## src/rtl/nmr_pkg.sv

```systemverilog
// Shared state encoding for the N-modular-redundancy voter and its controller.
package nmr_pkg;

  localparam int VOTE_STATE_W = 2;

  typedef enum logic [VOTE_STATE_W-1:0] {
    ST_RUN    = 2'd0,
    ST_HOLD   = 2'd1,
    ST_RESYNC = 2'd2,
    ST_FAIL   = 2'd3
  } vote_state_e;

endpackage

```

## src/rtl/nmr_majority.sv

```systemverilog
// Combinational majority finder over LANES compare keys, restricted to the active lanes.
module nmr_majority #(
  parameter int LANES = 3,
  parameter int KEY_W = 33,
  parameter int IDX_W = $clog2(LANES)
) (
  input  logic [LANES*KEY_W-1:0] keys,
  input  logic [LANES-1:0]       active,
  output logic [IDX_W-1:0]       win_idx,
  output logic                   majority_ok,
  output logic [LANES-1:0]       differ
);

  localparam int AC_W = $clog2(LANES + 1);

  logic [AC_W-1:0]  active_cnt;
  logic [AC_W-1:0]  acc;
  logic [AC_W-1:0]  agree [LANES];
  logic [KEY_W-1:0] win_key;

  always_comb begin
    active_cnt = '0;
    for (int i = 0; i < LANES; i++)
      active_cnt = active_cnt + AC_W'(active[i]);
  end

  always_comb begin
    acc = '0;
    for (int i = 0; i < LANES; i++) begin
      acc = '0;
      for (int j = 0; j < LANES; j++)
        if (active[j] && (keys[j*KEY_W +: KEY_W] == keys[i*KEY_W +: KEY_W]))
          acc = acc + AC_W'(1);
      agree[i] = acc;
    end
  end

  // Scan from the top down so the lowest qualifying lane is the one left standing.
  always_comb begin
    majority_ok = 1'b0;
    win_idx     = '0;
    win_key     = keys[KEY_W-1:0];
    for (int i = LANES - 1; i >= 0; i--)
      if (active[i] && (agree[i] > (active_cnt >> 1))) begin
        majority_ok = 1'b1;
        win_idx     = IDX_W'(i);
        win_key     = keys[i*KEY_W +: KEY_W];
      end
  end

  always_comb begin
    differ = '0;
    for (int i = 0; i < LANES; i++)
      differ[i] = majority_ok && active[i] && (keys[i*KEY_W +: KEY_W] != win_key);
  end

endmodule

```

## src/rtl/nmr_vote_ctrl.sv

```systemverilog
// N-modular-redundancy voter with per-lane fault counting, sticky quarantine and a
// hold/resync handshake toward the core reset and rollback logic.
//
//   state  | meaning
//   RUN    | voting every cycle, cores running
//   HOLD   | cores stalled for HOLD_CYCLES after a lane mismatch
//   RESYNC | cores stalled, rollback requested until resync_ack
//   FAIL   | no majority; cores stalled until reset
module nmr_vote_ctrl
  import nmr_pkg::*;
#(
  parameter int LANES        = 3,
  parameter int WIDTH        = 32,
  parameter int FAULT_THRESH = 2,
  parameter int CNT_W        = 3,
  parameter int HOLD_CYCLES  = 2
) (
  input  logic                    clk,
  input  logic                    rst_in,
  input  logic [LANES*WIDTH-1:0]  lane_word,
  input  logic [LANES-1:0]        lane_we,
  input  logic                    resync_ack,
  output logic [WIDTH-1:0]        voted_word,
  output logic                    voted_we,
  output logic                    core_hold,
  output logic                    resync_req,
  output logic [LANES-1:0]        lane_mismatch,
  output logic [LANES-1:0]        lane_quarantine,
  output logic                    fatal,
  output logic [VOTE_STATE_W-1:0] vote_state
);

  localparam int KEY_W = WIDTH + 1;
  localparam int IDX_W = $clog2(LANES);
  localparam int HC_W  = (HOLD_CYCLES > 1) ? $clog2(HOLD_CYCLES) : 1;

  vote_state_e      state_q, state_d;
  logic [HC_W-1:0]  hold_cnt_q, hold_cnt_d;
  logic [CNT_W-1:0] cnt_q [LANES];
  logic [CNT_W-1:0] cnt_d [LANES];
  logic [LANES-1:0] quar_q, quar_d;
  logic [LANES-1:0] mism_q, mism_d;
  logic             core_hold_q, core_hold_d;
  logic             resync_req_q, resync_req_d;
  logic             fatal_q, fatal_d;

  logic [LANES*KEY_W-1:0] keys;
  logic [IDX_W-1:0]       win_idx;
  logic                   majority_ok;
  logic [LANES-1:0]       differ;
  logic                   win_we;

  always_comb begin
    keys = '0;
    for (int i = 0; i < LANES; i++)
      keys[i*KEY_W +: KEY_W] = {lane_we[i], lane_word[i*WIDTH +: WIDTH]};
  end

  nmr_majority #(
    .LANES (LANES),
    .KEY_W (KEY_W),
    .IDX_W (IDX_W)
  ) u_majority (
    .keys        (keys),
    .active      (~quar_q),
    .win_idx     (win_idx),
    .majority_ok (majority_ok),
    .differ      (differ)
  );

  // Without a majority the index stays 0, which is exactly the lane-0 fallback word.
  always_comb begin
    voted_word = lane_word[WIDTH-1:0];
    win_we     = lane_we[0];
    for (int i = 0; i < LANES; i++)
      if (win_idx == IDX_W'(i)) begin
        voted_word = lane_word[i*WIDTH +: WIDTH];
        win_we     = lane_we[i];
      end
  end

  assign voted_we = majority_ok && win_we && !core_hold_q;

  always_comb begin
    state_d    = state_q;
    hold_cnt_d = hold_cnt_q;
    cnt_d      = cnt_q;
    quar_d     = quar_q;
    mism_d     = mism_q;
    case (state_q)
      ST_RUN: begin
        mism_d = differ;
        if (!majority_ok) begin
          state_d = ST_FAIL;
        end else if (|differ) begin
          state_d    = ST_HOLD;
          hold_cnt_d = HC_W'(HOLD_CYCLES - 1);
          for (int i = 0; i < LANES; i++)
            if (differ[i]) begin
              if (cnt_q[i] != {CNT_W{1'b1}})
                cnt_d[i] = cnt_q[i] + CNT_W'(1);
              if (cnt_d[i] >= CNT_W'(FAULT_THRESH))
                quar_d[i] = 1'b1;
            end
        end
      end
      ST_HOLD: begin
        if (hold_cnt_q == '0)
          state_d = ST_RESYNC;
        else
          hold_cnt_d = hold_cnt_q - HC_W'(1);
      end
      ST_RESYNC: begin
        if (resync_ack)
          state_d = ST_RUN;
      end
      default: state_d = ST_FAIL;
    endcase
    core_hold_d  = (state_d != ST_RUN);
    resync_req_d = (state_d == ST_RESYNC);
    fatal_d      = (state_d == ST_FAIL);
  end

  always_ff @(posedge clk or negedge rst_in) begin
    if (!rst_in) begin
      state_q      <= ST_RUN;
      hold_cnt_q   <= '0;
      quar_q       <= '0;
      mism_q       <= '0;
      core_hold_q  <= 1'b0;
      resync_req_q <= 1'b0;
      fatal_q      <= 1'b0;
      for (int i = 0; i < LANES; i++)
        cnt_q[i] <= '0;
    end else begin
      state_q      <= state_d;
      hold_cnt_q   <= hold_cnt_d;
      quar_q       <= quar_d;
      mism_q       <= mism_d;
      core_hold_q  <= core_hold_d;
      resync_req_q <= resync_req_d;
      fatal_q      <= fatal_d;
      cnt_q        <= cnt_d;
    end
  end

  assign core_hold       = core_hold_q;
  assign resync_req      = resync_req_q;
  assign lane_mismatch   = mism_q;
  assign lane_quarantine = quar_q;
  assign fatal           = fatal_q;
  assign vote_state      = state_q;

endmodule

```

## config.mk

```make
export PLATFORM = sky130hd
export DESIGN_NAME = nmr_vote_ctrl
export DESIGN_NICKNAME = d
export VERILOG_FILES = /design/src/rtl/nmr_pkg.sv /design/src/rtl/nmr_majority.sv /design/src/rtl/nmr_vote_ctrl.sv
export SDC_FILE = /design/constraint.sdc
export NUM_CORES = 1
export LEC_CHECK = 0
export CAP_MARGIN = 20
export CELL_PAD_IN_SITES_DETAIL_PLACEMENT = 0
export CELL_PAD_IN_SITES_GLOBAL_PLACEMENT = 1
export CORE_MARGIN = 3
export CORE_UTILIZATION = 35
export CTS_CLUSTER_SIZE = 16
export DETAILED_ROUTE_END_ITERATION = 6
export PLACE_DENSITY_LB_ADDON = 0.1
export SLEW_MARGIN = 15
export SYNTH_ARGS = -nofsm -noshare
export SYNTH_HDL_FRONTEND = slang
export SYNTH_SLANG_ARGS = --single-unit
```

## constraint.sdc

```tcl
create_clock -name clk -period 9.3 [get_ports clk]
set_clock_uncertainty 0.15 [all_clocks]
set_input_delay 2.325 -clock clk [delete_from_list [all_inputs] [get_ports clk]]
set_output_delay 2.325 -clock clk [all_outputs]
set_load 0.05 [all_outputs]
```

==> insert_results.sql, run 1 <==
INSERT INTO impl_metrics (metric_group, metric, value, unit) VALUES
('outcome', 'status', 'finished, final reports clean', ''),
('logic_synthesis', 'yosys_warnings', '0', ''),
('final_layout', 'synthToLayoutAreaGrowth', '57.1', '%'),
('clock_tree', 'cts_tree', 'done', ''),
('detailed_routing', 'routed-via-count', '7527', ''),
('clock_tree', 'cts.root.buffer_cell', 'clkbuf_16', ''),
('grt', 'grt_max_degree', '25', ''),
('floorplanning', 'boundaryPins', '146', ''),
('logic_synthesis', 'synthFlopType', 'dfrtp_1', ''),
('detailed_routing', 'final_antenna_net_count', '0', ''),
('sta', 'hold_viol_final', '0', ''),
('logic_synthesis', 'synth.ff_latch_count', '21', ''),
('sta', 'report.final.slew_viol_count', '0', ''),
('logic_synthesis', 'syn_area_per_cell', '6.90', 'µm²'),
('clock_tree', 'clk-insertion-delay-late', '260', 'ps'),
('sta', 'setup_viol', '0', ''),
('logic_synthesis', 'ys_async_sr_fraction', '100', '%'),
('clock_tree', 'register_clock_pin_slew_on_the_reported_worst_setup_and_hold_paths', '50', 'ps'),
('sta', 'finalCritPeriodShare', '99.4', '%'),
('critical_path', 'largest_fanout_of_any_net_on_the_critical_path', '7', ''),
('hold_path', 'hold_path.class', 'flip-flop to flip-flop', ''),
('sta', 'final.min_clock_period', '9250', 'ps'),
('floorplanning', 'floorplan.die_area', '16500', 'µm²'),
('final_layout', 'final_design_area_no_fill', '8250', 'µm²'),
('detailed_routing', 'initialDrtViolationCount', '973', ''),
('final_layout', 'layoutNonFillerInstCount', '1186', ''),
('critical_path', 'startpoint_type', 'input port', ''),
('grt', 'first_global_vias', '7301', ''),
('power', 'cellPowerDensity', '59.0', 'nW/µm²'),
('floorplanning', 'die-height', '128', 'µm'),
('power', 'total_leakage_power', '3.58', 'nW'),
('logic_synthesis', 'post-synth-top-area-fraction', '10.0', '%'),
('grt', 'grt_resource_usage_total', '36.3', '%'),
('final_layout', 'final_layout_size_suffix_gt1_share', '24.1', '%'),
('sta', 'worstMarginPinSlew', '963', 'ps'),
('logic_synthesis', 'syn_inst', '761', ''),
('detailed_routing', 'drc', '0', ''),
('grt', 'grt.overflow.total', '0', ''),
('floorplanning', 'fp-row-count', '44', ''),
('detailed_routing', 'wl_per_cell', '26.7', 'µm'),
('detailed_routing', 'detailedRoute.firstPassIterationCount', '6', ''),
('clock_tree', 'htree_levels', '1', ''),
('clock_tree', 'ctsLongestPathBuffers', '2', ''),
('floorplanning', 'core_area', '14600', 'µm²'),
('sta', 'fmax', '108', 'MHz'),
('final_layout', 'num-fill-cells', '1371', ''),
('critical_path', 'critPathRequiredTime', '6830', 'ps'),
('sta', 'max-slew-margin-rel', '35.6', '%'),
('final_layout', 'multi_input_comb_area', '4430', 'µm²'),
('place', 'finalWeightedCongestion', '1.05', ''),
('logic_synthesis', 'post-synth-top-area-cell', 'dfrtp_1', ''),
('clock_tree', 'cts_sinks', '21', ''),
('grt', 'globalRoute.busiestLayer', 'met2', ''),
('critical_path', 'crit_arrival', '6770', 'ps'),
('grt', 'grt_util_met3', '5.94', '%'),
('grt', 'grt_pass1_wl', '45300', 'µm'),
('logic_synthesis', 'post_synth_instance_area', '5250', 'µm²'),
('grt', 'grt.met2_usage', '58.1', '%'),
('critical_path', 'worst_setup_path_class', 'input port to output port', ''),
('grt', 'use_met1', '46.8', '%'),
('grt', 'number_of_antenna_violations_at_the_first_check_in_global_routing', '0', ''),
('place', 'placed_cells', '1179', ''),
('logic_synthesis', 'synth_area_leaders', 'dfrtp_1 10%, xnor2_1 7.3%, xor2_1 6.2%, nor2_1 5.4%, a21oi_1 4.4%', ''),
('detailed_routing', 'average_via_count_per_standard_cell', '6.35', ''),
('power', 'fin_total_pwr', '487', 'µW'),
('logic_synthesis', 'synth_nets', '878', ''),
('logic_synthesis', 'synth.distinct_cells', '80', ''),
('power', 'max-vdd-ir-drop', '0.133', 'mV'),
('floorplanning', 'die_x', '128', 'µm'),
('logic_synthesis', 'synth_enable_flop_cells', '0', ''),
('detailed_routing', 'totalWireLength', '31700', 'µm'),
('final_layout', 'diodes', '0', ''),
('clock_tree', 'cts-hold-fix-buffers', '0', ''),
('place', 'buffer_ports.inserted', '145', ''),
('final_layout', 'design.final.nets', '1120', ''),
('place', 'dp.final_hpwl', '26300', 'µm'),
('run', 'timing.max_cap.violations', '0', ''),
('clock_tree', 'number_of_cts_inserted_buffers', '3', ''),
('critical_path', 'critical_path.endpoint_type', 'output port', ''),
('floorplanning', 'start_util', '36.0', '%'),
('place', 'placedInstanceArea', '7990', 'µm²'),
('logic_synthesis', 'synth.yosys.seq_area_share', '10.0', '%'),
('final_layout', 'sequential_cell_area', '526', 'µm²');
-- repair_timing --
action	4_1_cts	5_1_grt
setup endpoints to repair	33	33
buffers inserted	0	2
cloned	0	1
gates resized for setup	4	38
pin swaps	2	10
hold endpoints to repair	0	0
-- cells in the final DEF, fill, tap and decap left out, types with 6 or more instances in the layout --
| cell type | n |
|---|---|
| nor4_1 | 10 |
| nand3_1 | 25 |
| o21ai_0 | 26 |
| xnor2_1 | 44 |
| mux2i_1 | 20 |
| inv_1 | 56 |
| nor3_1 | 22 |
| nand4_1 | 19 |
| xor2_1 | 37 |
| o22ai_1 | 27 |
| nor2b_1 | 33 |
| nor4b_1 | 8 |
| dfrtp_1 | 21 |
| a2111oi_0 | 8 |
| a21oi_1 | 29 |
| dlymetal6s2s_1 | 6 |
| ha_1 | 15 |
| nand2b_1 | 17 |
| a21oi_2 | 17 |
| buf_4 | 150 |
| buf_12 | 23 |
| a21o_1 | 7 |
| or3_1 | 6 |
| and4_1 | 6 |
| nand2_1 | 46 |
| a22oi_1 | 17 |
| nor2_1 | 73 |
| clkdlybuf4s50_1 | 106 |
-- path summary, 6_finish.rpt --
kind	to	cells after the start	start	slack, ps
setup / recovery	voted_word[24]	21	lane_word[22]	50
hold reg to reg	vote_state[1]	1	hold_cnt_q	320
hold / removal	vote_state[1]	1	hold_cnt_q	320
min in group asynchronous	cnt_q[7]	1	rst_in	2450
max in group asynchronous	cnt_q[5]	1	rst_in	5960
setup reg to reg	fatal	18	lane_quarantine[2]	3940
-- critical path: stages --
cell,delay (ps)
clkdlybuf4s50_1,520
nor2b_1,230
nor4_2,340
nand3_1,190
nor4_2,340
buf_4,170
nand3_1,90
inv_1,90
ha_1,230
xor2_1,170
ha_1,310
nor2_2,50
nor4_2,270
and4_4,320
a211oi_4,70
buf_4,160
buf_6,120
nor2_1,210
a22oi_1,140
o22ai_1,190
buf_4,230
-- flip-flops by register name, summed over array words and instances (netlist names) --
| register | flops |
|---|---|
| cnt_q | 9 |
| lane_mismatch | 3 |
| lane_quarantine | 3 |
| vote_state | 2 |
| core_hold | 1 |
| fatal | 1 |
| hold_cnt_q | 1 |
| resync_req | 1 |
-- layout make-up --
class,count,area share [%]
clock buffer,4,0.956
inverter,56,2.55
multi-input combinational,631,53.6
sequential,21,6.37
tap,184,2.79
timing repair buffer,290,33.7
-- cell families after synthesis --
family	Yosys count	share of synthesized area [%]
flops	21	10.0
mux	24	4.74
compound gates	207	28.0
buf+inv	110	8.93
simple gates	302	31.0
fa+ha+maj	15	3.57
xor+xnor	82	13.8
-- power by group --
| part | switching (mW) | total (mW) | internal (mW) |
|---|---|---|---|
| combinational | 0.173 | 0.304 | 0.131 |
| sequential | 0.00000000218 | 0.0914 | 0.0914 |
| clock | 0.0323 | 0.0908 | 0.0585 |
| total | 0.206 | 0.487 | 0.281 |
-- per-layer routing --
metal	part of all wire (%)	vias to the layer above
met3	9.9	112
met2	45	532
li1	-	3275
met5	0	-
met1	39	3608
met4	6.2	0
-- per-stage QoR --
step / setup WS [ps] / util (%) / hold WS [ps] / TNS, ps
floorplan: 22.3 / - / 283 / 0
global placement: 30.3 / 54.8 / 295 / 0
detailed placement: -196 / 54.8 / 310 / -3730
CTS: 0.461 / 55.4 / 317 / 0
global route: -48.6 / 56.5 / 339 / -287
finish: 51.3 / 56.5 / 318 / 0
-- Yosys cell counts (6+ instances only) --
master     count
a21o_1         7
clkbuf_1      34
and4_1         7
inv_1         56
a22oi_1       21
nand3_1       25
or3_1          6
o21ai_0       28
nand4_1       19
ha_1          15
a21oi_1       46
xor2_1        37
o22ai_1       27
nand2b_1      17
nor2_1        76
buf_2          9
a2111oi_0      8
nand2_1       47
mux2i_1       20
nor4b_1        8
xnor2_1       44
dfrtp_1       21
nor2b_1       35
nor4_1        14
nor3_1        23
(Power assumes the default switching activity.)
==> run 2: changes to the inputs <==
--- a/config.mk
+++ b/config.mk
@@ -10,6 +10,7 @@
 export CELL_PAD_IN_SITES_GLOBAL_PLACEMENT = 1
 export CORE_MARGIN = 3
 export CORE_UTILIZATION = 35
+export CTS_CLUSTER_DIAMETER = 80
 export CTS_CLUSTER_SIZE = 16
 export DETAILED_ROUTE_END_ITERATION = 6
 export PLACE_DENSITY_LB_ADDON = 0.1
==> results of run 2 <==
Same layout as run 1: the final DEF is identical, and so are final timing and power.
==> run 3: changes to the inputs <==
--- a/config.mk
+++ b/config.mk
@@ -8,6 +8,7 @@
 export CAP_MARGIN = 20
 export CELL_PAD_IN_SITES_DETAIL_PLACEMENT = 0
 export CELL_PAD_IN_SITES_GLOBAL_PLACEMENT = 1
+export CORE_ASPECT_RATIO = 1.2
 export CORE_MARGIN = 3
 export CORE_UTILIZATION = 35
 export CTS_CLUSTER_DIAMETER = 80
==> insert_results.sql, run 3 (synthesis gave the netlist of run 1 again) <==
INSERT INTO impl_metrics (metric_group, metric, value, unit) VALUES
('power', 'switching_power', '204', 'µW'),
('final_layout', 'multi_input_comb_area', '4490', 'µm²'),
('place', 'placedInstanceArea', '7990', 'µm²'),
('critical_path', 'largest_fanout_of_any_net_on_the_critical_path', '8', ''),
('run', 'timing.max_cap.violations', '0', ''),
('place', 'finalWeightedCongestion', '1.05', ''),
('critical_path', 'worst_setup_path_class', 'input port to output port', ''),
('final_layout', 'largest-register', 'cnt_q', ''),
('clock_tree', 'register_clock_pin_slew_on_the_reported_worst_setup_and_hold_paths', '60', 'ps'),
('hold_path', 'hold_path.class', 'flip-flop to flip-flop', ''),
('detailed_routing', 'final_antenna_net_count', '0', ''),
('power', 'clkPwrFrac', '19.2', '%'),
('detailed_routing', 'drc', '0', ''),
('detailed_routing', 'average_via_count_per_standard_cell', '6.09', ''),
('final_layout', 'final_util', '57.9', '%'),
('grt', 'grt.overflow.total', '0', ''),
('sta', 'fmax', '109', 'MHz'),
('sta', 'hold_viol_final', '0', ''),
('clock_tree', 'ctsLongestPathBuffers', '2', ''),
('power', 'cellPowerDensity', '57.4', 'nW/µm²'),
('clock_tree', 'cts_tree', 'done', ''),
('floorplanning', 'fp-row-count', '48', ''),
('clock_tree', 'cts.root.buffer_cell', 'clkbuf_16', ''),
('detailed_routing', 'totalWireLength', '30800', 'µm'),
('final_layout', 'final_layout_size_suffix_gt1_share', '25.3', '%'),
('critical_path', 'critPathRequiredTime', '6830', 'ps'),
('floorplanning', 'core_area', '14500', 'µm²'),
('floorplanning', 'boundaryPins', '146', ''),
('place', 'buffer_ports.inserted', '145', ''),
('outcome', 'status', 'finished, final reports clean', ''),
('detailed_routing', 'detailedRoute.firstPassIterationCount', '7', ''),
('sta', 'layout_setup_ws', '142', 'ps'),
('detailed_routing', 'routed-via-count', '7375', ''),
('critical_path', 'critical_path.endpoint_type', 'output port', ''),
('final_layout', 'largest_register_ff_count', '9', ''),
('clock_tree', 'number_of_cts_inserted_buffers', '3', ''),
('clock_tree', 'cts_sinks', '21', ''),
('sta', 'final.min_clock_period', '9160', 'ps'),
('grt', 'grt_pass1_wl', '45500', 'µm'),
('final_layout', 'final_design_area_no_fill', '8420', 'µm²'),
('power', 'max-vdd-ir-drop', '0.124', 'mV'),
('sta', 'setup_viol', '0', ''),
('sta', 'max-slew-margin-rel', '37.4', '%'),
('power', 'cell_int_power', '279', 'µW'),
('final_layout', 'diodes', '0', ''),
('place', 'pre_cts_slack', '-194', 'ps'),
('detailed_routing', 'wl_per_cell', '25.4', 'µm'),
('sta', 'hold-worst-slack', '346', 'ps'),
('power', 'total_leakage_power', '3.65', 'nW'),
('grt', 'number_of_antenna_violations_at_the_first_check_in_global_routing', '0', ''),
('sta', 'report.final.slew_viol_count', '0', ''),
('floorplanning', 'floorplan.die_area', '16500', 'µm²'),
('power', 'comb_power_share', '61.9', '%'),
('final_layout', 'layout.cells.most_common', 'buf_4', ''),
('place', 'dp.final_hpwl', '25700', 'µm'),
('sta', 'finalSetupTns', '0', 'ps'),
('final_layout', 'design.final.nets', '1129', ''),
('floorplanning', 'die_x', '118', 'µm'),
('clock_tree', 'htree_levels', '1', ''),
('final_layout', 'sequential_cell_area', '526', 'µm²'),
('sta', 'finalCritPeriodShare', '98.5', '%'),
('power', 'seqPwrFrac', '18.9', '%'),
('sta', 'worstMarginPinSlew', '935', 'ps'),
('final_layout', 'layout.cells.most_common_list', '159 x buf_4, 107 x clkdlybuf4s50_1, 70 x nor2_1', ''),
('grt', 'grt_max_degree', '22', ''),
('final_layout', 'num-fill-cells', '1383', ''),
('clock_tree', 'clk-insertion-delay-late', '260', 'ps'),
('critical_path', 'crit_arrival', '6680', 'ps'),
('floorplanning', 'start_util', '36.1', '%'),
('power', 'power.switching_fraction', '42.2', '%'),
('grt', 'first_global_vias', '7571', ''),
('floorplanning', 'die-height', '140', 'µm'),
('detailed_routing', 'initialDrtViolationCount', '800', ''),
('final_layout', 'synthToLayoutAreaGrowth', '60.3', '%'),
('grt', 'grt_resource_usage_total', '35.6', '%'),
('critical_path', 'startpoint_type', 'input port', '');
run 3: cell types whose count changed in the layout (fill, tap and decap cells not counted), sizes merged:
cell           before  now
clkinv              0    1
buf               178  187
a211o               5    4
dlymetal6s2s        6    5
clkdlybuf4s50     106  107
run 3: critical path, stage by stage:
cell	delay, ps
clkdlybuf4s50_1	470
nor2b_1	230
or4_1	420
or4_4	440
nor3_4	250
nand3_2	110
inv_1	70
ha_1	230
xor2_1	170
ha_1	310
nor2_2	110
nor4_1	60
and4_2	260
a211o_4	360
buf_12	180
mux2_4	310
a21oi_2	190
buf_12	160
run 3: final cells by class:
| cell class | count | share of cell area, % |
|---|---|---|
| clock inverters | 1 | 0.0595 |
| inverters | 56 | 2.50 |
| multi-input cells | 630 | 53.3 |
| flip-flops and latches | 21 | 6.24 |
| well taps | 200 | 2.97 |
| repair buffers | 300 | 34.0 |
| clock buffers | 3 | 0.892 |
run 3: final timing paths:
path | startpoint | end | slack (ps) | depth (start not counted)
max in group asynchronous | rst_in | lane_quarantine[0] | 5990 | 1
min reg2reg | cnt_q[5] | cnt_q[5] | 350 | 1
min in group asynchronous | rst_in | core_hold | 2440 | 1
max reg2reg | lane_quarantine[2] | cnt_q[4] | 3920 | 19
min | cnt_q[5] | cnt_q[5] | 350 | 1
max | lane_word[13] | voted_word[30] | 140 | 18
run 3: timing repair:
item | CTS | global route
hold buffers | 0 | 0
gates resized for setup | 8 | 45
endpoints found under the setup margin | 32 | 33
hold endpoints to repair | 0 | 0
buffers inserted | 5 | 7
cloned | 0 | 1
pin swaps | 2 | 11
run 3: metal layers:
| layer | vias to the layer above | global-route usage, % | wire length, µm |
|---|---|---|---|
| met3 | 118 | 6.34 | 2570 |
| met5 | - | 0 | 0 |
| met2 | 474 | 60.2 | 14400 |
| met4 | 0 | 22.3 | 2220 |
| met1 | 3493 | 41.8 | 11600 |
| li1 | 3290 | - | - |
run 3: through the flow:
stage | std cells | power, mW
final | 1211 | 0.483
after global routing | 1211 | 0.499
after CTS | 1203 | 0.473
after detailed placement | 1194 | 0.379
after global placement | 1194 | 0.380
after floorplan | 761 | 0.218
run 3: power by group through the flow:
stage | logic [mW] | registers (mW) | clock network (mW)
floorplan | 0.125 | 0.0931 | 0
global placement | 0.287 | 0.0930 | 0
detailed placement | 0.286 | 0.0930 | 0
CTS | 0.288 | 0.0914 | 0.0937
global route | 0.311 | 0.0913 | 0.0966
finish | 0.299 | 0.0914 | 0.0928
